## config.mk

```make
export PLATFORM = sky130hd
export DESIGN_NAME = mem_bus_arbiter
export DESIGN_NICKNAME = d
export VERILOG_FILES = /design/src/rtl/mem_bus_arbiter.sv
export SDC_FILE = /design/constraint.sdc
export NUM_CORES = 1
export LEC_CHECK = 0
export ABC_AREA = 1
export BUFFER_PORTS_ARGS = -buffer_cell sky130_fd_sc_hd__buf_2
export CAP_MARGIN = 20
export CORE_ASPECT_RATIO = 1.5
export CORE_MARGIN = 3
export CORE_UTILIZATION = 41
export CTS_CLUSTER_DIAMETER = 30
export CTS_CLUSTER_SIZE = 16
export DETAILED_ROUTE_END_ITERATION = 12
export PLACE_DENSITY = 0.75
export SLEW_MARGIN = 10
export SYNTH_ARGS = -nofsm -noshare
export SYNTH_HDL_FRONTEND = slang
export SYNTH_SLANG_ARGS = --single-unit
```

## constraint.sdc

```tcl
create_clock -name clk -period 1.3 [get_ports clk]
set_input_delay 0.13 -clock clk [delete_from_list [all_inputs] [get_ports clk]]
set_output_delay 0.13 -clock clk [all_outputs]
set_load 0.01 [all_outputs]
```

## src/rtl/mem_bus_arbiter.sv

```systemverilog
// Two-master (CPU / video refresh) memory bus arbiter with address-decoded chip selects and per-region wait states.
// Latency: grant on the first edge with a request pending; ack (WS+1) cycles after the grant edge; one IDLE cycle between accesses.
// Backpressure: a request is held until its ack; requests arriving mid-access wait; ties are resolved round-robin.
module mem_bus_arbiter #(
  parameter int WS_ROM = 2,
  parameter int WS_RAM = 1,
  parameter int WS_VR  = 0
) (
  input  logic        clk,
  input  logic        rst_n,
  input  logic        cpu_req,
  input  logic [19:0] cpu_addr,
  input  logic        cpu_we,
  output logic        cpu_ack,
  input  logic        vid_req,
  input  logic [19:0] vid_addr,
  output logic        vid_ack,
  output logic [19:0] bus_addr,
  output logic        bus_we,
  output logic        cs_rom,
  output logic [3:0]  cs_ram,
  output logic        cs_vr,
  output logic        busy
);

  localparam int MAX_AB  = (WS_ROM > WS_RAM) ? WS_ROM : WS_RAM;
  localparam int MAX_WS  = (MAX_AB > WS_VR) ? MAX_AB : WS_VR;
  localparam int WCNT_W  = (MAX_WS > 0) ? $clog2(MAX_WS + 1) : 1;

  localparam logic [WCNT_W-1:0] WS_ROM_C = WS_ROM[WCNT_W-1:0];
  localparam logic [WCNT_W-1:0] WS_RAM_C = WS_RAM[WCNT_W-1:0];
  localparam logic [WCNT_W-1:0] WS_VR_C  = WS_VR[WCNT_W-1:0];

  typedef enum logic {IDLE, ACCESS} state_t;

  // sel bit order: {vr, ram[3:0], rom}
  function automatic logic [5:0] decode(input logic [19:0] a);
    logic [5:0] s;
    s = 6'b000000;
    if (a < 20'h04000)        s[0] = 1'b1;
    else if (a[19:18] == 2'd0) s[1] = 1'b1;
    else if (a[19:18] == 2'd1) s[2] = 1'b1;
    else if (a[19:18] == 2'd2) s[3] = 1'b1;
    else if (a < 20'hF0000)   s[4] = 1'b1;
    else                      s[5] = 1'b1;
    return s;
  endfunction

  function automatic logic [WCNT_W-1:0] ws_of(input logic [5:0] s);
    logic [WCNT_W-1:0] w;
    w = WS_RAM_C;
    if (s[0]) w = WS_ROM_C;
    if (s[5]) w = WS_VR_C;
    return w;
  endfunction

  state_t            state, state_nxt;
  logic [WCNT_W-1:0] wcnt, wcnt_nxt;
  logic              lg, lg_nxt;
  logic [19:0]       addr_nxt;
  logic              we_nxt;
  logic [5:0]        sel, sel_nxt;
  logic              busy_nxt;
  logic              win_vid;

  // lg == 1 means video went last, so the CPU takes a tie.
  assign win_vid = (cpu_req && vid_req) ? ~lg : vid_req;

  always_comb begin
    state_nxt = state;
    wcnt_nxt  = wcnt;
    lg_nxt    = lg;
    addr_nxt  = bus_addr;
    we_nxt    = bus_we;
    sel_nxt   = sel;
    busy_nxt  = busy;
    case (state)
      IDLE: begin
        if (cpu_req || vid_req) begin
          state_nxt = ACCESS;
          lg_nxt    = win_vid;
          addr_nxt  = win_vid ? vid_addr : cpu_addr;
          we_nxt    = win_vid ? 1'b0 : cpu_we;
          sel_nxt   = decode(addr_nxt);
          wcnt_nxt  = ws_of(sel_nxt);
          busy_nxt  = 1'b1;
        end
      end
      ACCESS: begin
        if (wcnt != '0) begin
          wcnt_nxt = wcnt - WCNT_W'(1);
        end else begin
          state_nxt = IDLE;
          sel_nxt   = 6'b000000;
          busy_nxt  = 1'b0;
        end
      end
      default: begin
        state_nxt = IDLE;
        sel_nxt   = 6'b000000;
        busy_nxt  = 1'b0;
        wcnt_nxt  = '0;
      end
    endcase
  end

  always_ff @(posedge clk or negedge rst_n) begin
    if (!rst_n) begin
      state    <= IDLE;
      wcnt     <= '0;
      lg       <= 1'b1;
      bus_addr <= 20'h00000;
      bus_we   <= 1'b0;
      sel      <= 6'b000000;
      busy     <= 1'b0;
    end else begin
      state    <= state_nxt;
      wcnt     <= wcnt_nxt;
      lg       <= lg_nxt;
      bus_addr <= addr_nxt;
      bus_we   <= we_nxt;
      sel      <= sel_nxt;
      busy     <= busy_nxt;
    end
  end

  // lg holds the current grantee for the whole access.
  assign cpu_ack = (state == ACCESS) && (wcnt == '0) && !lg;
  assign vid_ack = (state == ACCESS) && (wcnt == '0) && lg;

  assign cs_rom = sel[0];
  assign cs_ram = sel[4:1];
  assign cs_vr  = sel[5];

endmodule

```

Word level (Yosys, flattened, before mapping):

Index checks and enable logic that the tools add are counted.

* $add $sub $neg: 1
* order comparisons: 2
* equality and inequality tests: 5
* muxes and demuxes: 31
* bitwise operators: 2
* reductions and logical operators: 12

Operators with widths (number)
* $lt A20 B15 Y1 const B: 1
* $lt A20 B20 Y1 const B: 1
* $mux W20: 1
* $mux W5: 3
* $mux W1: 14
* $mux W6: 2
* $pmux W6 S2: 1
* $mux W2: 5
* $reduce_and A2 Y1: 3
* $logic_and A1 B1 Y1: 4
* $logic_not A2 Y1: 2
* $mux W4: 1
* $ne A2 B2 Y1 const B: 2
* $pmux W1 S2: 2
* $pmux W2 S2: 1
* $mux W3: 1
* $eq A2 B1 Y1 const B: 1
* $eq A2 B2 Y1 const B: 1
* $ne A2 B1 Y1 const B: 1
* $not A1 Y1: 2
* $reduce_bool A2 Y1: 1
* $sub A2 B1 Y2 const B: 1
* $logic_not A1 Y1: 1
* $logic_or A1 B1 Y1: 1

* bits in registers: 32
* bits of input ports: 45
* output and inout bits: 30
* logic and storage cells: 60

Logic depth before layout (Yosys ltp):

Gate-level depths: netlist (run 1).

* word-level depth: 14
* depth in mapped cells: 10
* mapped depth without buffers: 9

Least setup slack after synthesis (run 1):

No wires, ideal clock.

* path kind: register -> register
* start point: reg lg
* end point: reg wcnt[0]
* setup time: 0.122 ns
* arrival time: 1.232 ns
* required time: 1.178 ns
* setup slack: -0.054 ns
* cell stages (with the launch flop): 11
* path buffers: 1
* period minus slack after synthesis: 1.354 ns
* path through: dfstp_2 -> nand2_4 -> nand2_4 -> buf_12 -> nand2_4 -> nand2_4 -> nand2_2 -> nor2_2 -> nor2_1 -> nand2_1 -> a21oi_2

* longest elaborated chain between the ends: 14
* elaborated cells on any way between the ends: 22
* classes of those cells: order compare (2); eq/ne (2); mux (16); bitwise (1); reduce/logical (1)

RTL lines
* start, declared: line 59 `logic lg, lg_nxt;`
* start signal, assigned: line 119 `lg <= lg_nxt;`
* $not A1 Y1 *: line 67 `assign win_vid = (cpu_req && vid_req) ? ~lg : vid_req;`
* $mux W1 *: line 67
* $mux W20 *: line 82 `addr_nxt = win_vid ? vid_addr : cpu_addr;`
* $lt A20 B20 Y1: line 44 `else if (a < 20'hF0000) s[4] = 1'b1;`
* $mux W1: line 44
* $mux W2: line 43 `else if (a[19:18] == 2'd2) s[3] = 1'b1;`
* $mux W3: line 42 `else if (a[19:18] == 2'd1) s[2] = 1'b1;`
* $mux W4: line 41 `else if (a[19:18] == 2'd0) s[1] = 1'b1;`
* $mux W5: line 40 `if (a < 20'h04000) s[0] = 1'b1;`
* $mux W5: line 79 `if (cpu_req || vid_req) begin`
* $mux W5: line 77 `case (state)`
* $mux W2 *: line 53 `if (s[5]) w = WS_VR_C;`
* $mux W2 *: line 79
* $pmux W2 S2 *: line 77
* end signal, assigned: line 118 `wcnt <= wcnt_nxt;`
* end, declared: line 58 `logic [WCNT_W-1:0] wcnt, wcnt_nxt;`

Mark *: on every way between the ends. The rest lies on a longest branch, timed or not. The select of a mux whose other input is x is not followed.
A chain may end at the register's enable or synchronous reset.

Worst setup path in the final report (run 1):

Same ends and word-level chain as after synthesis.

==> impl_results.md, run 1 <==
* Area contributors post-synth: dfrtp_1 49%, o21ai_0 9.5%, nand2_1 9.3%, nor2_1 6.2%, nand2_4 4.3%
* Fin Hold WS at 0.06775 ns
* Flop pwr share at 35.5%
* Fin. max-slew vios at 0
* Reg clk slew, reported paths at 0.07 ns
* Core Rows at 27
* Fin crit period at 1.416 ns
* Antenna violations before repair at 0
* Final Core Density at 62.45%
* Total wire length at 4.366 mm
* Cell taking the most area after synthesis: dfrtp_1
* Switching Power at 0.001902 W
* Setup slack after layout at -0.1164 ns
* Multi-input gate area at 755.7 sq um
* Largest net degree at the start of global routing at 33
* # setup viols final at 23
* Die W at 56.71 um
* Dpl hpwl at 3.216 mm
* Register area share after synthesis at 50.71%
* Reg area at 802.0 sq um
* Critical Path AT at 1.59 ns
* Num ports at 75
* Nets at 324
* Final RePlAce weighted congestion at 0.8389
* Post-synth ARST share at 100.0%
* Yosys top cell area share at 49.05%
* Worst r2r src: lg
* Layout area overhead at 45.41%
* Total GRT Usage at 19.84%
* CP required at 1.47 ns
* Max cap viols at 0
* Int Pwr at 0.002926 W
* Violated checks: negative setup slack
* Power Dens Cells at 2099 nW/um^2
* Vias in the first global route at 1629
* Slew @ Worst Pin at 0.4157 ns
* GR Overflow Total at 0
* Clk root buf: clkbuf_8
* Setup crit end kind: flop
* Final Hold Viols at 0
* Total core area at 3682 sq um
* Clk network pwr share at 16.3%
* First-pass GRT wire length at 7.107 mm
* Clock Path Buffers at 2
* Number of fill cells at 347
* Max-slew headroom at 72.26%
* Hold Path Class: in -> reg
* RSZ-0062 raised after global routing: yes
* IO Port Bufs at 74
* Die footprint at 4654 sq um
* Clock Skew at 0.004561 ns
* Die H at 82.07 um
* Synth Warn # at 0
* Hold depth at 3
* CP Max Fanout at 7
* WL/cell at 13.56 um
* Post-Syn Instances at 184
* Status: finished with violations
* Post-synth EDFFs at 0
* WS Path Type: reg -> reg
* Worst VDD drop at 1.283 mV
* R2r worst-path depth at 8
* CTS buffer count at 5
* FF+latch count, synth at 32
* Hold endpoint: bus_we
* Synthesized area per cell at 8.595 sq um
* Drt first pass iters at 4
* Yosys cell types at 25
* CP startpoint kind: flop
* Clock sinks at 32
* Period Utilization, post-route at 109.0%
* Comb power frac at 48.2%
* CTS tree: yes
* Syn_nets at 230
* Antenna-violating nets left at 0
* Worst-Skew Late Latency at 0.28 ns
* DRC at 0
* Hold_sp: cpu_we
* Drt via density at 4.969
* Max Freq at 0.7060 GHz
* Initial DRC count at 36
* Via Count at 1600
* Dpl ws at -0.1095 ns
* Critical R2R Capture: wcnt[0]
* Worst R2R Setup Slack at -0.12 ns
* Initial Util at 42.95%
* Synthesized area at 1582 sq um
* Diode count at 0
* Htree depth at 2
* Leak at 1.219 nW
* Switch share at 39.40%
* Ratio of cells with drive above 1 in the final layout at 48.75%
* Post-synth top flop: dfrtp_1
what timing repair did:
action,in CTS,in global routing
gates resized for setup,19,8
endpoints found under the hold margin,31,0
setup buffers,4,1
endpoints found under the setup margin,24,31
pin swaps,8,4
gates cloned,0,0
hold buffers,1,0
state kept, by name (all words and copies together) (netlist names):
name,cells
bus_we,1
state,1
sel,6
busy,1
bus_addr,20
wcnt,2
lg,1
critical path: stages (launching register included):
cell and delay [ns]:
dfstp_2 0.55, nand2_4 0.09, buf_4 0.16, nand3_4 0.06, nand2_4 0.07, nor2_4 0.12, nand3_2 0.11, nand2_1 0.10
a21oi_2 0.05
per-layer routing:
metal	vias to the layer above	GRT usage, %	share of wire (%)
met5	-	0	0
met4	0	10.93	3.1
met3	11	4.403	6.7
met2	57	35.88	53
met1	742	21.22	37
li1	790	-	-
layout by cell type, fill, tap and decap left out, drive strengths merged, types with 2 or more instances in the layout:
master,synthesis,layout
dfrtp,31,31
inv,9,9
clkinv,0,2
clkbuf,1,6
a21oi,4,4
nand4,2,2
buf,8,95
o21ai,32,32
a31oi,4,4
nand2,48,48
nor2,32,32
nand3,9,9
synth_stat cells, types with 3 or more instances:
master   number
nand2_1      39
buf_2         3
nand2_4       6
nor2_1       26
o21ai_0      30
dfrtp_1      31
a31oi_1       4
nand2_2       3
nand3_1       8
nor2_2        6
inv_1         8
a21oi_1       3
power by group through the flow:
stage / Clock [W] / Combinational [W] / Sequential [W]
after floorplan: 0 / 0.00101 / 0.00190
after global placement: 0 / 0.00202 / 0.00171
after detailed placement: 0 / 0.00206 / 0.00172
after CTS: 0.000796 / 0.00227 / 0.00172
after global routing: 0.000843 / 0.00261 / 0.00177
final: 0.000785 / 0.00233 / 0.00171
cells by family (layout without fill, tap and decap cells):
| kind of cell | count (synthesis) | count (layout) | share of synthesized area (%) |
|---|---|---|---|
| buffers and inverters | 18 | 113 | 7.040 |
| AOI/OAI and AO/OA | 42 | 42 | 14.24 |
| DFF | 32 | 32 | 50.71 |
| adders and majority gates | 1 | 1 | 0.7910 |
| and+or+nand+nor | 91 | 91 | 27.22 |
cell type report:
| cell class | instances | share of cell area (%) |
|---|---|---|
| clock buffers | 6 | 3.591 |
| clock inverters | 2 | 0.4353 |
| inverters | 9 | 1.469 |
| multi-input cells | 134 | 32.86 |
| flip-flops and latches | 32 | 34.87 |
| well taps | 43 | 2.339 |
| repair buffers | 96 | 24.43 |
stage by stage:
stage | area [sq um] | total power, W | std cells | setup TNS [ns]
2_1_floorplan | 1582 | 0.002913 | 184 | -0.04515
3_3_place_gp | 2061 | 0.003729 | 308 | -0.7696
3_5_place_dp | 2061 | 0.003782 | 308 | -1.236
4_1_cts | 2257 | 0.004784 | 321 | -1.460
5_1_grt | 2300 | 0.005226 | 322 | -3.798
6_report | 2300 | 0.004828 | 322 | -1.529
worst max-delay path by stage:
stage                        from  endpoint  slack (ns)
after global routing           lg   wcnt[0]       -0.20
after floorplan                lg   wcnt[0]       -0.05
after detailed placement       lg   wcnt[0]       -0.11
after CTS                 wcnt[0]   cpu_ack       -0.11
final                          lg   wcnt[0]       -0.12
after global placement         lg   wcnt[0]       -0.08
Power figures use the tool's default switching activity.
==> inputs of run 2 (changes only) <==
==> constraint.sdc (replaced) <==
create_clock -name clk -period 1.3 [get_ports clk]
set_input_delay 0.26 -clock clk [delete_from_list [all_inputs] [get_ports clk]]
set_output_delay 0.26 -clock clk [all_outputs]
set_load 0.01 [all_outputs]
==> run 2 against run 1 <==
  * The flow still finishes with violations (negative setup slack)
  * Die area is the same
  * Count of clock-buffer cells in the layout grew 2
  * Sequential cell count is the same
  * First-iteration DRC count grew 44%
  * Sequential share of layout area shrank 3.5 points
  * Sequential power is essentially flat
  * Clock skew is essentially flat
  * Clock power shrank 7.8%
  * Fmax shrank 7.9%
  * Worst hold slack gained 0.13 ns
  * Critical path type is now reg -> out
  * Largest power group unchanged
  * Highest routed layer unchanged
==> impl_results.md, run 2 (synthesized netlist as in run 1, its figures left out) <==
* Clk network pwr share at 14.0% (-2.3 points)
* Top Registers: bus_addr x20, sel x6, wcnt x2
* Core Rows at 27 (unchanged)
* Via Count at 1677 (+4.8%)
* CP startpoint kind: flop
* Period Utilization, post-route at 118.3% (+9.4 points)
* Antenna violations before repair at 0 (unchanged)
* Worst VDD drop at 1.351 mV (+5.4%)
* GR Overflow Total at 0 (unchanged)
* R2r worst-path depth at 10 (+2)
* Switch share at 40.85% (+1.5 points)
* Fin. max-slew vios at 0 (unchanged)
* Htree depth at 2 (unchanged)
* Slew @ Worst Pin at 0.3606 ns (-0.05508 ns)
* Clock Path Buffers at 2 (unchanged)
* Setup crit end kind: output pin
* Layout area overhead at 61.55%
* Num ports at 75 (unchanged)
* Clock Skew at 0.004680 ns (+0.0001192 ns)
* Die H at 82.07 um (unchanged)
* Power Dens Cells at 2024 nW/um^2 (-3.6%)
* CP Max Fanout at 3 (-4)
* Die W at 56.71 um (unchanged)
* Max cap viols at 0 (unchanged)
* CP required at 1.04 ns (-0.43 ns)
* WS Path Type: reg -> out
* Hold depth at 3 (unchanged)
* Status: finished with violations
* Ratio of cells with drive above 1 in the final layout at 53.63% (+4.9 points)
* Worst-Skew Late Latency at 0.29 ns (about the same)
* Vias in the first global route at 1644 (+0.92%)
* Clk root buf: clkbuf_8
* Critical Path AT at 1.28 ns (-0.31 ns)
* Violated checks: negative setup slack
* Drt via density at 5.051 (+1.7%)
* Placed cells at 311 (+0.97%)
* Number of fill cells at 321 (-7.5%)
* Most frequent cells in the layout: 74 x buf_2, 31 x dfrtp_1, 29 x nand2_1
* Largest register FFs at 20 (unchanged)
* Nets at 334 (+3.1%)
* First-pass GRT wire length at 7.424 mm (+4.5%)
* Hold Path Class: in -> reg
* Initial DRC count at 52 (+44%)
* Fin Hold WS at 0.1977 ns (+0.1300 ns)
* Final Core Density at 69.38% (+6.9 points)
* Post-route non-filler standard cell count at 332 (+3.1%)
* Largest Register: bus_addr
* IO Port Bufs at 74 (unchanged)
* Largest net degree at the start of global routing at 19 (-42%)
* Post-route cell area at 2555 sq um (+11%)
* Flop pwr share at 33.6% (-1.9 points)
* Leak at 1.303 nW (+6.9%)
* Drt first pass iters at 4 (unchanged)
* Antenna-violating nets left at 0 (unchanged)
* Area of placed instances at 2096 sq um (+1.7%)
* Commonest non-fill, non-tap cell in the layout: buf_2
* Setup slack after layout at -0.2381 ns (-0.1217 ns)
* Switching Power at 0.002113 W (+11%)
* DRC at 0 (unchanged)
* Reg clk slew, reported paths at 0.06 ns (about the same)
* CTS buffer count at 5 (unchanged)
* Final RePlAce weighted congestion at 0.9035 (+7.7%)
* Total core area at 3682 sq um (unchanged)
* Final Hold Viols at 0 (unchanged)
* Diode count at 0 (unchanged)
* Max Freq at 0.6502 GHz (-7.9%)
* Total GRT Usage at 21.39% (+1.6 points)
* Die footprint at 4654 sq um (unchanged)
* Max-slew headroom at 75.94% (+3.7 points)
* Comb power frac at 52.4% (+4.2 points)
* Initial Util at 42.95% (unchanged)
* Int Pwr at 0.003059 W (+4.5%)
* RSZ-0062 raised after global routing: yes
* Total wire length at 5.122 mm (+17%)
* WL/cell at 15.43 um (+14%)
* # setup viols final at 30 (+30%)
* Fin crit period at 1.538 ns (+0.1217 ns)
* Dpl hpwl at 3.369 mm (+4.8%)
* Clock sinks at 32 (unchanged)
* CTS tree: yes
* Dpl ws at -0.1409 ns (-0.03140 ns)
## run 2: cell types whose count changed in the layout (fill, tap and decap cells not counted), sizes merged
cell      change
clkinv        -2
clkinvlp      +2
inv           -1
buf           +9
clkbuf        +2
## run 2: power by group through the flow
stage / logic (W) / clock network, W / registers, W
after floorplan: 0.00101 / 0 / 0.00190
after global placement: 0.00205 / 0 / 0.00173
after detailed placement: 0.00212 / 0 / 0.00173
after CTS: 0.00245 / 0.000741 / 0.00172
after global routing: 0.00298 / 0.000791 / 0.00179
final: 0.00271 / 0.000724 / 0.00174
## run 2: cell type report
type | count | area [sq um] | area share [%]
Multi-Input combinational cell | 134 | 892.1 | 34.92
Sequential cell | 32 | 802.0 | 31.39
Timing Repair Buffer | 105 | 676.9 | 26.49
Clock buffer | 8 | 80.08 | 3.134
Tap cell | 43 | 53.80 | 2.106
Inverter | 9 | 42.54 | 1.665
Timing Repair inverter | 1 | 7.507 | 0.2938
## run 2: path summary, 6_finish.rpt
path,start,end,slack [ns]
min reg2reg,bus_addr[18],bus_addr[18],0.47
min in group asynchronous,rst_n,bus_addr[11],0.41
min,cpu_we,bus_we,0.20
max,wcnt[0],cpu_ack,-0.24
max in group asynchronous,rst_n,lg,0.40
max reg2reg,lg,wcnt[0],-0.18
## run 2: repair_timing
| action | in CTS | in global routing |
|---|---|---|
| endpoints found under the setup margin | 25 | 31 |
| gates resized for setup | 58 | 22 |
| buffers inserted | 8 | 4 |
| endpoints found under the hold margin | 14 | 0 |
| pin swaps | 20 | 10 |
| cloned | 1 | 0 |
| hold buffers | 1 | 0 |
## run 2: metal layers
layer / global-route usage, % / vias to the layer above / routed length (um)
li1: - / 809 / -
met1: 22.48 / 802 / 1720
met2: 40.63 / 59 / 3017
met3: 3.302 / 7 / 288
met4: 10.93 / 0 / 95
met5: 0 / - / 0
## run 2: per-stage QoR
stage               power [W]  TNS [ns]
CTS                  0.004913    -2.055
detailed placement   0.003848    -1.645
global route         0.005560    -5.764
finish               0.005171    -3.165
global placement     0.003777   -0.9094
floorplan            0.002913  -0.04515
## run 2: worst max-delay path, cell delays in order (launching register included)
cell and delay (ns):
dfrtp_1 0.40, inv_2 0.09, ha_4 0.14, nand2_4 0.06, buf_6 0.12, nor2_2 0.06, buf_2 0.12
